--- config.mk ---
export PLATFORM = sky130hd
export DESIGN_NAME = evg_event_arbiter
export DESIGN_NICKNAME = d
export VERILOG_FILES = /design/src/rtl/evg_event_arbiter.sv
export SDC_FILE = /design/constraint.sdc
export NUM_CORES = 1
export LEC_CHECK = 0
export ABC_CLOCK_PERIOD_IN_PS = 3200
export BUFFER_PORTS_ARGS = -buffer_cell sky130_fd_sc_hd__buf_2
export CAP_MARGIN = 20
export CORE_UTILIZATION = 40
export DETAILED_ROUTE_END_ITERATION = 6
export SKIP_CTS_REPAIR_TIMING = 1
export SLEW_MARGIN = 20
export SYNTH_ARGS = -nofsm -noshare
export SYNTH_HDL_FRONTEND = slang
export SYNTH_SLANG_ARGS = --single-unit
--- constraint.sdc ---
create_clock -name evgTxClk -period 3.2 [get_ports evgTxClk]
set_clock_uncertainty 0.2 [all_clocks]
set_input_delay 0.16 -clock evgTxClk [delete_from_list [all_inputs] [get_ports evgTxClk]]
set_output_delay 0.16 -clock evgTxClk [all_outputs]
set_load 0.05 [all_outputs]
--- src/rtl/evg_event_arbiter.sv ---
// Event-code arbiter for the EVG 16-bit transmit word: per-source pending latches, K28.5 comma
// insertion and distributed-bus merge. Define EVG_ARB_ROUND_ROBIN_EN for round-robin service of sources 1..N-1.
module evg_event_arbiter #(
    parameter int REQUESTER_COUNT       = 4,
    parameter int COMMA_INTERVAL        = 1024,
    parameter int DISTRIBUTED_BUS_WIDTH = 8
) (
    input  logic                             evgTxClk,
    input  logic                             evgRst_n,
    input  logic [REQUESTER_COUNT-1:0]       evgRequest,
    input  logic [8*REQUESTER_COUNT-1:0]     evgEventCodes,
    input  logic [DISTRIBUTED_BUS_WIDTH-1:0] evgDistributedBus,
    input  logic                             evgOverflowClear,
    output logic [15:0]                      evgTxData,
    output logic [1:0]                       evgTxCharIsK,
    output logic [REQUESTER_COUNT-1:0]       evgGrant,
    output logic [REQUESTER_COUNT-1:0]       evgPending,
    output logic [REQUESTER_COUNT-1:0]       evgOverflow
);
    localparam int              CW           = $clog2(COMMA_INTERVAL);
    localparam logic [CW-1:0]   COMMA_RELOAD = CW'(COMMA_INTERVAL - 1);
    localparam logic [7:0]      K28_5        = 8'hBC;

    logic [CW-1:0]              commaCount;
    logic                       commaSlot;
    logic [7:0]                 codeLatch [REQUESTER_COUNT];
    logic [REQUESTER_COUNT-1:0] validReq;
    logic [REQUESTER_COUNT-1:0] candidates;
    logic [REQUESTER_COUNT-1:0] winner;
    logic [7:0]                 winnerCode;
    logic [7:0]                 busByte;
    logic                       found;

    assign commaSlot = (commaCount == '0);

    // A strobe carrying the null code is treated as no request at all.
    always_comb begin
        for (int i = 0; i < REQUESTER_COUNT; i++) begin
            validReq[i] = evgRequest[i] && (evgEventCodes[8*i +: 8] != 8'h00);
        end
        candidates = evgPending | validReq;
    end

    always_comb begin
        busByte = '0;
        busByte[DISTRIBUTED_BUS_WIDTH-1:0] = evgDistributedBus;
    end

`ifdef EVG_ARB_ROUND_ROBIN_EN
    localparam int IW = (REQUESTER_COUNT > 2) ? $clog2(REQUESTER_COUNT) : 1;

    logic [IW-1:0] rrPointer;
    logic [IW-1:0] nextPointer;
    logic [IW-1:0] rrIndex;
    int            idxInt;

    // NOTE: combinational blocks assign every variable first, so no latch can be inferred.
    always_comb begin
        winner  = '0;
        found   = 1'b0;
        idxInt  = 0;
        rrIndex = '0;
        if (!commaSlot) begin
            if (candidates[0]) begin
                winner[0] = 1'b1;
            end else begin
                for (int k = 0; k < REQUESTER_COUNT - 1; k++) begin
                    idxInt = int'(rrPointer) + k;
                    if (idxInt >= REQUESTER_COUNT) idxInt = idxInt - (REQUESTER_COUNT - 1);
                    rrIndex = IW'(idxInt);
                    if (!found && candidates[rrIndex]) begin
                        winner[rrIndex] = 1'b1;
                        found           = 1'b1;
                    end
                end
            end
        end
    end

    always_comb begin
        nextPointer = rrPointer;
        for (int i = 1; i < REQUESTER_COUNT; i++) begin
            if (winner[i]) nextPointer = (i == REQUESTER_COUNT - 1) ? IW'(1) : IW'(i + 1);
        end
    end

    always_ff @(posedge evgTxClk or negedge evgRst_n) begin
        if (!evgRst_n) begin
            rrPointer <= IW'(1);
        end else if (|winner[REQUESTER_COUNT-1:1]) begin
            rrPointer <= nextPointer;
        end
    end
`else
    always_comb begin
        winner = '0;
        found  = 1'b0;
        if (!commaSlot) begin
            for (int i = 0; i < REQUESTER_COUNT; i++) begin
                if (!found && candidates[i]) begin
                    winner[i] = 1'b1;
                    found     = 1'b1;
                end
            end
        end
    end
`endif

    // A pending source emits its latched (older) code; otherwise the strobe's code goes straight out.
    always_comb begin
        winnerCode = '0;
        for (int i = 0; i < REQUESTER_COUNT; i++) begin
            if (winner[i]) begin
                winnerCode = winnerCode | (evgPending[i] ? codeLatch[i] : evgEventCodes[8*i +: 8]);
            end
        end
    end

    // NOTE: code latches are only ever read under evgPending, so they carry no reset.
    always_ff @(posedge evgTxClk) begin
        for (int i = 0; i < REQUESTER_COUNT; i++) begin
            if (validReq[i] && (!evgPending[i] || winner[i])) codeLatch[i] <= evgEventCodes[8*i +: 8];
        end
    end

    always_ff @(posedge evgTxClk or negedge evgRst_n) begin
        if (!evgRst_n) begin
            commaCount   <= COMMA_RELOAD;
            evgTxData    <= '0;
            evgTxCharIsK <= '0;
            evgGrant     <= '0;
            evgPending   <= '0;
            evgOverflow  <= '0;
        end else begin
            commaCount   <= commaSlot ? COMMA_RELOAD : commaCount - CW'(1);
            evgTxData    <= {busByte, commaSlot ? K28_5 : winnerCode};
            evgTxCharIsK <= {1'b0, commaSlot};
            evgGrant     <= winner;
            for (int i = 0; i < REQUESTER_COUNT; i++) begin
                if (winner[i]) begin
                    evgPending[i] <= evgPending[i] && validReq[i];
                end else if (validReq[i]) begin
                    evgPending[i] <= 1'b1;
                end
                // A new loss on this cycle outranks the clear.
                evgOverflow[i] <= (validReq[i] && evgPending[i] && !winner[i])
                               || (evgOverflow[i] && !evgOverflowClear);
            end
        end
    end
endmodule

==> summary.txt <==
Power and ir drop
  • Logic pwr share: approximately 16%
  • Reg power frac: 49.9%
  • Lkg Pwr: ~1.8 nW
  • Peak supply drop: 0.000236 V
  • Sw Pwr: between 0.5 and 0.6 mW
  • Clock power frac: around a third
  • Sw Share: approximately 27%
  • PwrDens: approximately 500 mW/mm^2
  • Internal power: ~1.5 mW

CTS
  • Clock slew at reported path FFs: 0.08 ns
  • Max clock buf depth: 2
  • Clk sinks: around 70
  • Total CTS buffers: 9
  • CTS H-tree lvls: 3
  • Root buf cell: clkbuf_8
  • Later-pin clock latency in the skew report: around 0.34 ns
  • TritonCTS clock tree: built

Placed design
  • Placed cell area: about 0.0035 sq mm
  • I/O Buffers: 75
  • HPWL Detailed: ~4.8 mm
  • GP Congestion: between 0.8 and 0.9

Setup path
  • Worst setup EP type: register
  • Crit path max fanout: 11
  • WP data arrival: around 2.8 ns
  • Req. time, crit path: between 2 and 3 ns
  • Setup slack, reg-to-reg: between 0.3 and 0.4 ns
  • Crit path kind: input pin to register
  • Critical Path Start Type: input pin

Global route
  • Remaining Overflow, GRT: 0
  • Pin count of the biggest net entering global routing: 40
  • GR Util met1: 23.8%
  • GR Util All Layers: approximately 17%
  • Grt met2 use: between 20% and 30%
  • GR peak layer: met2
  • Vias in the first global route: roughly 2000
  • Met3 Use GR: 3.69%
  • First-pass GRT wire length: ~9.9 mm
  • Initial antenna violation count: 0

STA
  • Final Hold Fails: 0
  • Final setup TNS: 0 ns
  • Fin crit share: 93.0%
  • Count of final setup violators: 0
  • Min Tclk post-route: approximately 3 ns
  • Worst hold slack: between 0.0005 and 0.0006 ns
  • Slew @ Worst Pin: approximately 0.85 ns
  • F_max: approximately 340 MHz
  • RSZ-0062 raised after global routing: no
  • Slew Viols, Final: 0
  • Max-Slew Margin vs Limit: a little over two fifths

Die
  • Die W: approximately 90 um
  • DIE AREA: approximately 0.008 sq mm
  • Chip Height: around 90 um
  • Floorplan core area: 0.00733 sq mm
  • I/O pin count: 77
  • Initial core utilization: between 40% and 50%
  • FP Rows: 31

Outcome
  • Status: finished clean

Routing
  • Vias per cell: 5.01
  • Residual DRC count: 0
  • Total number of vias: 2286
  • Final WL: between 6 and 7 mm
  • 1st-iter DRT viols: roughly 140
  • WL per Instance: between 15 and 20 um
  • ANT nets after route: 0
  • DRT Pass-1 Iters: 4

Cells and area
  • Fin area: just over 0.004 sq mm
  • Layout cells sized above 1: between 30% and 40%
  • Nets@finish: 400
  • Ant diodes: 0
  • Layout area overhead: 35.5%

Synth
  • Most common flop cell mapped by yosys: edfxtp_1
  • Syn Nets: between 200 and 300
  • Async SR Flop Fraction: 54.9%
  • Syn_area_per_cell: 13.2 sq um
  • Unique cell type count in the Yosys netlist: 42
  • Mapped cell area: about 0.003 sq mm
  • YS warnings: 0
  • Seq/Total Area, Yosys: a little under two thirds
  • Flops & latches, synth: 71
  • Cell count after synthesis: approximately 230
  • Post-synth EDFFs: 32

Worst hold path
  • HP Class: input pin to register

Run
  • Max-cap violations: 0
through the flow:
step | setup slack [ns] | std cells | total power, mW | util, %
global route | 0.115 | 456 | 2.12 | 56.5
finish | 0.223 | 456 | 2.04 | 56.5
floorplan | 0.573 | 231 | 1.21 | -
global placement | 0.421 | 399 | 1.32 | 48.2
CTS | 0.349 | 415 | 2.02 | 50.9
detailed placement | 0.388 | 399 | 1.32 | 48.2
synthesized netlist by cell type (6+ instances only):
cell type  instances  area [sq um]
edfxtp_1          32           961
a21oi_1            9          45.0
clkbuf_1           7          26.3
or4_1              6          45.0
dfstp_2           10           263
mux2i_1           16           160
dfrtp_1           29           726
o221ai_2           6          90.1
nor2_1            15          56.3
nand2_1           26          97.6
o21ai_0            7          35.0
flip-flops by register name (all words and copies together), names as in the netlist:
name	count
evgOverflow	4
commaCount	10
codeLatch	32
evgGrant	4
evgPending	4
evgTxData	16
evgTxCharIsK	1
worst max-delay path: stages:
cell and delay (ns):
dlygate4sd3_1 0.53, buf_2 0.14, or4_4 0.55, o21ai_4 0.26, nand4_4 0.18, or3_4 0.51
a21boi_2 0.43
final timing paths:
| check | start | end | cells after the start |
|---|---|---|---|
| worst max-delay path | evgEventCodes[2] | codeLatch[3][4]$_DFFE_PP_ | 7 |
| worst min-delay path | evgRequest[0] | evgPending[0]$_DFFE_PN0P_ | 3 |
| worst max register to register | commaCount[0]$_DFF_PN1_ | codeLatch[3][4]$_DFFE_PP_ | 7 |
| worst min register to register | commaCount[0]$_DFF_PN1_ | commaCount[0]$_DFF_PN1_ | 1 |
| max in group asynchronous | evgRst_n | evgTxCharIsK[0]$_DFF_PN0_ | 2 |
| min in group asynchronous | evgRst_n | evgTxData[1]$_DFF_PN0_ | 2 |
power groups by stage:
stage	registers [mW]	clock network (mW)	logic [mW]
after global routing	1.02	0.750	0.347
final	1.02	0.702	0.321
after global placement	1.04	0	0.282
after floorplan	1.13	0	0.0880
after CTS	1.02	0.718	0.285
after detailed placement	1.04	0	0.284
layout make-up:
| type | instances | area, sq um |
|---|---|---|
| Fill cell | 643 | 3190 |
| Sequential cell | 71 | 1950 |
| Multi-Input combinational cell | 143 | 1020 |
| Timing Repair Buffer | 121 | 823 |
| Clock buffer | 14 | 185 |
| Tap cell | 99 | 124 |
| Inverter | 6 | 22.5 |
| Clock inverter | 2 | 10.0 |
layer usage:
metal	share of wire, %	vias to the layer above
met5	0	-
met3	4.4	8
met4	1.4	0
met1	45	1103
met2	49	72
li1	-	1103
kinds of logic after synthesis:
logic type / after synthesis / share of synthesized area (%)
fa+ha+maj: 3 / 1.07
flops: 71 / 63.8
other cells: 1 / 0.123
mux: 16 / 5.24
buf+inv: 17 / 2.62
xor+xnor: 6 / 1.72
simple gates: 72 / 12.7
compound gates: 45 / 12.7
placed cells by master, fill, tap and decap left out, types with 5 or more instances in the layout:
cell type      synthesis  layout
buf_2                  1      75
dlygate4sd3_1          0      41
edfxtp_1              32      32
dfrtp_1               29      29
nand2_1               26      26
mux2i_1               16      16
nor2_1                15      15
dfstp_2               10      10
a21oi_1                9       9
clkbuf_8               0       9
o21ai_0                7       7
or4_1                  6       6
o221ai_2               6       6
inv_1                  5       5
or3_1                  5       5
nor4_1                 5       5
xor2_1                 5       5
buf_4                  2       5
No activity file was read; power rests on OpenSTA's default activity.
